**src/rtl/mrsc_stream_encoder.sv**
```systemverilog
// Pipelined MRSC encoder: ROWSxCOLS data word in, {vertical, horizontal, data} codeword out.
// Two-stage valid/ready pipeline with full backpressure and a running output-transfer count.
module mrsc_stream_encoder #(
    parameter int ROWS  = 4,
    parameter int COLS  = 4,
    parameter int CNT_W = 16,
    localparam int DATA_W = ROWS * COLS,
    localparam int H_W    = 2 * ROWS,
    localparam int V_W    = 2 * COLS,
    localparam int CW_W   = DATA_W + H_W + V_W
) (
    input  logic              clk,
    input  logic              rst,
    input  logic [DATA_W-1:0] in_word,
    input  logic              in_valid,
    output logic              in_ready,
    output logic [CW_W-1:0]   encoded_word,
    output logic              out_valid,
    input  logic              out_ready,
    output logic [CNT_W-1:0]  word_count
);

    if ((ROWS % 2) != 0 || ROWS < 2) begin : g_bad_rows
        $fatal(1, "mrsc_stream_encoder: ROWS must be even and >= 2");
    end
    if ((COLS % 2) != 0 || COLS < 2) begin : g_bad_cols
        $fatal(1, "mrsc_stream_encoder: COLS must be even and >= 2");
    end

    // Row checks: one parity bit per row per column half.
    function automatic logic [H_W-1:0] row_checks(input logic [DATA_W-1:0] d);
        logic [H_W-1:0] h;
        h = '0;
        for (int r = 0; r < ROWS; r++) begin
            for (int c = 0; c < COLS; c++) begin
                if (c < COLS / 2) h[2*r]   = h[2*r]   ^ d[r*COLS + c];
                else              h[2*r+1] = h[2*r+1] ^ d[r*COLS + c];
            end
        end
        return h;
    endfunction

    // Column checks: one parity bit per column per row half.
    function automatic logic [V_W-1:0] col_checks(input logic [DATA_W-1:0] d);
        logic [V_W-1:0] v;
        v = '0;
        for (int r = 0; r < ROWS; r++) begin
            for (int c = 0; c < COLS; c++) begin
                if (r < ROWS / 2) v[c]        = v[c]        ^ d[r*COLS + c];
                else              v[COLS + c] = v[COLS + c] ^ d[r*COLS + c];
            end
        end
        return v;
    endfunction

    logic              s1_valid_q, s1_valid_d;
    logic [DATA_W-1:0] s1_data_q,  s1_data_d;
    logic              out_valid_q, out_valid_d;
    logic [CW_W-1:0]   encoded_q,  encoded_d;
    logic [CNT_W-1:0]  word_count_q, word_count_d;

    logic s2_ready;
    logic in_fire;
    logic s1_adv;
    logic out_fire;

    // in_ready is combinational from out_ready so a full pipeline keeps streaming without bubbles.
    assign s2_ready = !out_valid_q || out_ready;
    assign in_ready = !s1_valid_q || s2_ready;
    assign in_fire  = in_valid && in_ready;
    assign s1_adv   = s1_valid_q && s2_ready;
    assign out_fire = out_valid_q && out_ready;

    // NOTE: every variable gets a hold default first so no path through the block leaves it unassigned (no latch).
    always_comb begin
        s1_valid_d   = s1_valid_q;
        s1_data_d    = s1_data_q;
        out_valid_d  = out_valid_q;
        encoded_d    = encoded_q;
        word_count_d = word_count_q;

        if (in_fire) begin
            s1_valid_d = 1'b1;
            s1_data_d  = in_word;
        end else if (s1_adv) begin
            s1_valid_d = 1'b0;
        end

        if (s1_adv) begin
            out_valid_d = 1'b1;
            encoded_d   = {col_checks(s1_data_q), row_checks(s1_data_q), s1_data_q};
        end else if (out_fire) begin
            out_valid_d = 1'b0;
        end

        if (out_fire) begin
            word_count_d = word_count_q + CNT_W'(1);
        end
    end

    // NOTE: state registers use non-blocking assignments so all flops sample pre-edge values together.
    always_ff @(posedge clk or posedge rst) begin
        if (rst) begin
            s1_valid_q   <= 1'b0;
            s1_data_q    <= '0;
            out_valid_q  <= 1'b0;
            encoded_q    <= '0;
            word_count_q <= '0;
        end else begin
            s1_valid_q   <= s1_valid_d;
            s1_data_q    <= s1_data_d;
            out_valid_q  <= out_valid_d;
            encoded_q    <= encoded_d;
            word_count_q <= word_count_d;
        end
    end

    assign out_valid    = out_valid_q;
    assign encoded_word = encoded_q;
    assign word_count   = word_count_q;

endmodule

```
**config.mk**
```make
export PLATFORM = sky130hd
export DESIGN_NAME = mrsc_stream_encoder
export DESIGN_NICKNAME = d
export VERILOG_FILES = /design/src/rtl/mrsc_stream_encoder.sv
export SDC_FILE = /design/constraint.sdc
export NUM_CORES = 1
export LEC_CHECK = 0
export CAP_MARGIN = 10
export CORE_AREA = 5 5 81 83
export CTS_CLUSTER_SIZE = 40
export DETAILED_ROUTE_END_ITERATION = 10
export DIE_AREA = 0 0 86 88
export GPL_TIMING_DRIVEN = 0
export PLACE_DENSITY = 0.77
export SLEW_MARGIN = 30
export SYNTH_ARGS = -nofsm -noshare
export SYNTH_HDL_FRONTEND = slang
export SYNTH_SLANG_ARGS = --single-unit
```
**constraint.sdc**
```tcl
create_clock -name clk -period 2.9 [get_ports clk]
set_input_delay 0.58 -clock clk [delete_from_list [all_inputs] [get_ports clk]]
set_output_delay 0.58 -clock clk [all_outputs]
set_load 0.02 [all_outputs]
```
* Yosys cells after proc, flatten, opt, wreduce, memory -nomap -nowiden *
Cells that the tools add are included.
W data, S select, Z words.

word-level totals
  register bits = 66
  input bits = 20
  output and inout port bits = 50
  word-level logic and storage cells = 56

cells by class
  add/subtract/negate cells = 1
  mux-type cells = 18
  bitwise operators = 23
  reduce and logical (&&, ||, !) cells = 9

operators by type and width
  kind                     number
  $xor A1 B1 Y1            23
  $mux W1                  18
  $add A16 B1 Y16 const B  1
  $reduce_bool A2 Y1       2
  $logic_and A1 B1 Y1      3
  $logic_not A1 Y1         2
  $logic_or A1 B1 Y1       2

* Depth between registers and ports, before layout *
Gate-level depths: netlist of the first run.

  depth in word-level cells = 7
  gate-level depth with buffers = 6
  mapped depth without buffers = 5

* Worst setup path after synthesis of the first run *
OpenSTA, ideal clock, no wires.

  path type = input to register
  start = input port out_ready
  end = register s1_data_q[0]
  setup time = 0.125 ns
  data arrival time = 1.734 ns
  data required time = 2.775 ns
  setup slack = 1.041 ns
  stages on the path = 4
  path buffers = 1
  path through = nand3b_1 -> nand2_1 -> buf_2 -> mux2_2

between the ends
  word-level cells in the longest chain between the ends = 3

RTL lines
  element                 line  source
  start: declaration      19    input logic out_ready,
  $logic_or A1 B1 Y1      68    assign s2_ready = !out_valid_q || out_ready;
  $logic_or A1 B1 Y1      69    assign in_ready = !s1_valid_q || s2_ready;
  $logic_and A1 B1 Y1     70    assign in_fire = in_valid && in_ready;
  end signal: assignment  111   s1_data_q <= s1_data_d;
  end: declaration        57    logic [DATA_W-1:0] s1_data_q, s1_data_d;

No other way between the ends.
A chain may end at the register's enable or synchronous reset.

* Final worst setup path of the first run *
  start = input port out_ready
  end = output port in_ready

between the ends
  word-level cells in the longest chain between the ends = 2

RTL lines
  element             line  source
  $logic_or A1 B1 Y1  68
  $logic_or A1 B1 Y1  69
  end: declaration    16    output logic in_ready,

No other way between the ends.

==> results.md, run 1 <==
- The synthesized design contains 0 enable-type register cells.
- At the worst endpoint, the required time is 2.32 ns.
- The total clock buffers created by CTS is 9.
- The average wire length per cell after detail routing is 15.1 µm.
- The post-CTS setup-driven buffer insertion count is 0.
- The number of max-slew violations in the final report was 0.
- Setup violations remaining at the end of the flow were counted as 0.
- The areal power density over the cells is 828 mW/mm².
- The via count is 1804.
- After global routing the overflow that remains totals 0.
- The most common cell in the synthesized netlist is sky130_fd_sc_hd__dfrtp_1.
- The number of design-rule violations left by the first detailed-router iteration is 48.
- The deepest clock path buffer count is 2.
- For this design, the sink count on the clock tree is 66.
- The number of distinct library cells after synthesis is 21.
- A synthesized cell averages 12.9 µm².
- The measured slew at the worst slew-check pin is around 0.43 ns.
- The time the worst path needs with I/O delays and setup is 2.52 ns.
- The clock latency at the later pin of the worst-skew pair is 0.33 ns.
- Entering global routing, the biggest net connects 36 pins.
- The CTS H-tree depth is 3.
- The final hold violation count is 0.
- Measured along the x axis, the die boundary spans 86 µm.
- The floorplan row count is 28.
- In this run the static leakage power is 1.59 nW.
- In this run the tightest slew margin relative to its limit is 71.1%.
- The top cell type by area accounts for 61.9% of the synthesized area.
- From synthesis to final layout, the design area changed by 38.5%.
- Dividing the detail-routed via count by the number of cells gives 4.92.
- The path depth of the worst reg2reg path is 4.
- The worst register-to-register path ends at s1_data_q[10]$_DFFE_PP0P_.
- In the synthesized netlist, the cells that appear most often are sky130_fd_sc_hd__dfrtp_1 (66), sky130_fd_sc_hd__mux2_2 (33), sky130_fd_sc_hd__nand2_1 (26).
- The DRC violation count after routing is 0.
- The number of routed nets with antenna violations is 0.
- The worst register-to-register path begins at out_valid$_DFFE_PP0P_.
- The number of primary I/O pins is 70.
- The first detailed-routing pass took 4 iterations.
- The total number of nets in the final design is 308.
- Between clock sinks in the finished design, the worst skew comes to 0.00723 ns.
- The first global-routing pass estimated 9510 µm of wire.
- The area inside the core boundary is ~0.0058 mm².
- The setup total negative slack is 0 ns.
- At the end of the flow the core is filled with cells to 63.9%.
- Data on the critical path arrives at its endpoint at 1.94 ns.
- The largest fanout on the critical path is 5.
- The die covers 0.00757 mm².
- The share of the clock period used by the worst path is 87.0%.
- The detailed placement HPWL is 4010 µm.
- The starting utilization of the core area is 46.1%.
- The initial antenna violation count is 0.
- The critical path capture point type is an output pin.
- The total track usage is between 15 and 20%.
- After clock tree synthesis, the clock-pin slew on the worst setup and hold paths is around 0.07 ns.
- In this run the most critical hold path is launched from word_count[15]$_DFFE_PP0P_.
- The vertical die dimension is about 90 µm.
- The cell sitting at the root of the clock tree is a sky130_fd_sc_hd__clkbuf_8.
- When the netlist entered floorplanning its net count stood at 227.
- The library cell with the largest summed area after synthesis is sky130_fd_sc_hd__dfrtp_1.
- TritonCTS built the clock tree.
- The share of layout cells above drive strength 1 is 20.2%.
- The maximum operating frequency is 396 MHz.
- The mapped cell area is ~0.0027 mm².
- The share of flip-flops with an asynchronous set or reset is 100%.
- The number of register bits inferred by synthesis is 66.
- After clock tree synthesis, the flow added hold-fix buffers numbering 0.
- The detailed-route wire length is around 5500 µm.
- The number of standard cells after synthesis is 206.
- Setup repair after global routing left no endpoint under its margin.
- The via count of the first global-routing pass came to 1925.
- The register area share after synthesis is 61.9%.
- The most used flip-flop cell after synthesis is sky130_fd_sc_hd__dfrtp_1.
- The worst setup path is of the input port to output pin kind.
- The congestion estimate from routability-driven global placement came to ~0.75.
- For this run, the number of Yosys warnings is 0.
- The number of port buffers is 69.
- By area the synthesized netlist is led by sky130_fd_sc_hd__dfrtp_1 (62%), sky130_fd_sc_hd__mux2_2 (14%), sky130_fd_sc_hd__xnor2_1 (7.9%).
- The path category of the worst min-delay check is flip-flop to flip-flop.
- The worst register-to-register path has a setup slack of 1.15 ns.
- The maximum VDD drop is 0.000438 V.
- The hold path endpoint is word_count[15]$_DFFE_PP0P_.
- The number of cells on the worst hold path is 1.
- The number of violations of the max-capacitance limit is 0.
- The post-cts resize count is 0.
- The flow ran to the end, and the final reports show no timing, DRC or antenna violations.
- The number of antenna cells inserted is 0.
- STA classifies the critical path startpoint as an input port.
critical path: stages:
cell and delay (ns):
sky130_fd_sc_hd__clkdlybuf4s50_1 0.55, sky130_fd_sc_hd__nand3b_1 0.19, sky130_fd_sc_hd__clkdlybuf4s50_1 0.63
sequential cells by signal, summed over array words and instances (netlist names):
| signal | cells |
|---|---|
| out_valid | 1 |
| word_count | 16 |
| s1_data_q | 16 |
| s1_valid_q | 1 |
| encoded_word | 32 |
worst max-delay path by stage:
stage                     depth (start not counted)       from                          end
after floorplan                                   1        rst  encoded_word[0]$_DFFE_PP0P_
after global placement                            2        rst  encoded_word[6]$_DFFE_PP0P_
after detailed placement                          3  out_ready                     in_ready
after CTS                                         3  out_ready                     in_ready
after global routing                              3  out_ready                     in_ready
final                                             3  out_ready                     in_ready
cells in the final DEF (no fill, tap or decap), drive strengths merged:
| cell type | netlist | layout |
|---|---|---|
| and3 | 1 | 1 |
| nand3b | 1 | 1 |
| nand2b | 2 | 2 |
| o21ai | 16 | 16 |
| clkinv | 0 | 2 |
| nand4 | 4 | 4 |
| nor2 | 8 | 8 |
| dfrtp | 66 | 66 |
| xor2 | 7 | 7 |
| or2 | 1 | 1 |
| inv | 3 | 3 |
| or4 | 1 | 1 |
| buf | 5 | 6 |
| xnor2 | 24 | 24 |
| ha | 1 | 1 |
| clkbuf | 1 | 12 |
| and4 | 1 | 1 |
| bufinv | 0 | 2 |
| mux2 | 33 | 33 |
| nand3 | 4 | 4 |
| nand2 | 26 | 26 |
| clkinvlp | 0 | 1 |
| clkdlybuf4s50 | 0 | 69 |
| or2b | 1 | 1 |
layer usage:
| metal | routed length, µm | vias to the layer above | track usage [%] |
|---|---|---|---|
| li1 | - | 851 | - |
| met1 | 2330 | 896 | 20.3 |
| met2 | 2770 | 50 | 26.8 |
| met3 | 394 | 7 | 5.27 |
| met4 | 60 | 0 | 7.77 |
| met5 | 0 | - | 0 |
area by class of cell:
cell class / count / area (µm²)
fillers: 459 / 2090
flip-flops and latches: 66 / 1650
multi-input cells: 131 / 976
repair buffers: 70 / 711
clock buffers: 11 / 141
well taps: 75 / 93.8
clock inverters: 5 / 77.6
plain buffers: 6 / 28.8
inverters: 3 / 13.8
kinds of logic after synthesis:
kind of cell	count (synthesis)	synth area share, %
XOR/XNOR	31	10.2
buffers and inverters	9	1.50
AND/OR/NAND/NOR	50	9.01
multiplexers	33	13.9
flip-flops	66	61.9
adder cells (fa/ha/maj)	1	0.469
AO/OA/AOI/OAI	16	3.00
power by group:
part,internal [mW],switching [mW]
Sequential,1.12,0.175
Combinational,0.493,0.433
Clock,0.505,0.328
Total,2.12,0.936
through the flow:
stage | hold WS [ns] | instances | total power, mW | cell area [µm²] | setup WS [ns]
2_1_floorplan | 0.457 | 206 | 1.78 | 2670 | 0.665
3_3_place_gp | 0.459 | 350 | 2.23 | 3450 | -0.439
3_5_place_dp | 0.461 | 351 | 2.26 | 3470 | 0.385
4_1_cts | 0.471 | 367 | 3.10 | 3690 | 0.376
5_1_grt | 0.479 | 367 | 3.24 | 3690 | 0.325
6_report | 0.469 | 367 | 3.06 | 3690 | 0.376
No activity file was read; power rests on OpenSTA's default activity.
==> inputs of run 2 (changes only) <==
Settings changed: HOLD_SLACK_MARGIN set to 0.08.
==> results of run 2 <==
Same layout as run 1: the final DEF is identical, and so are final timing and power.
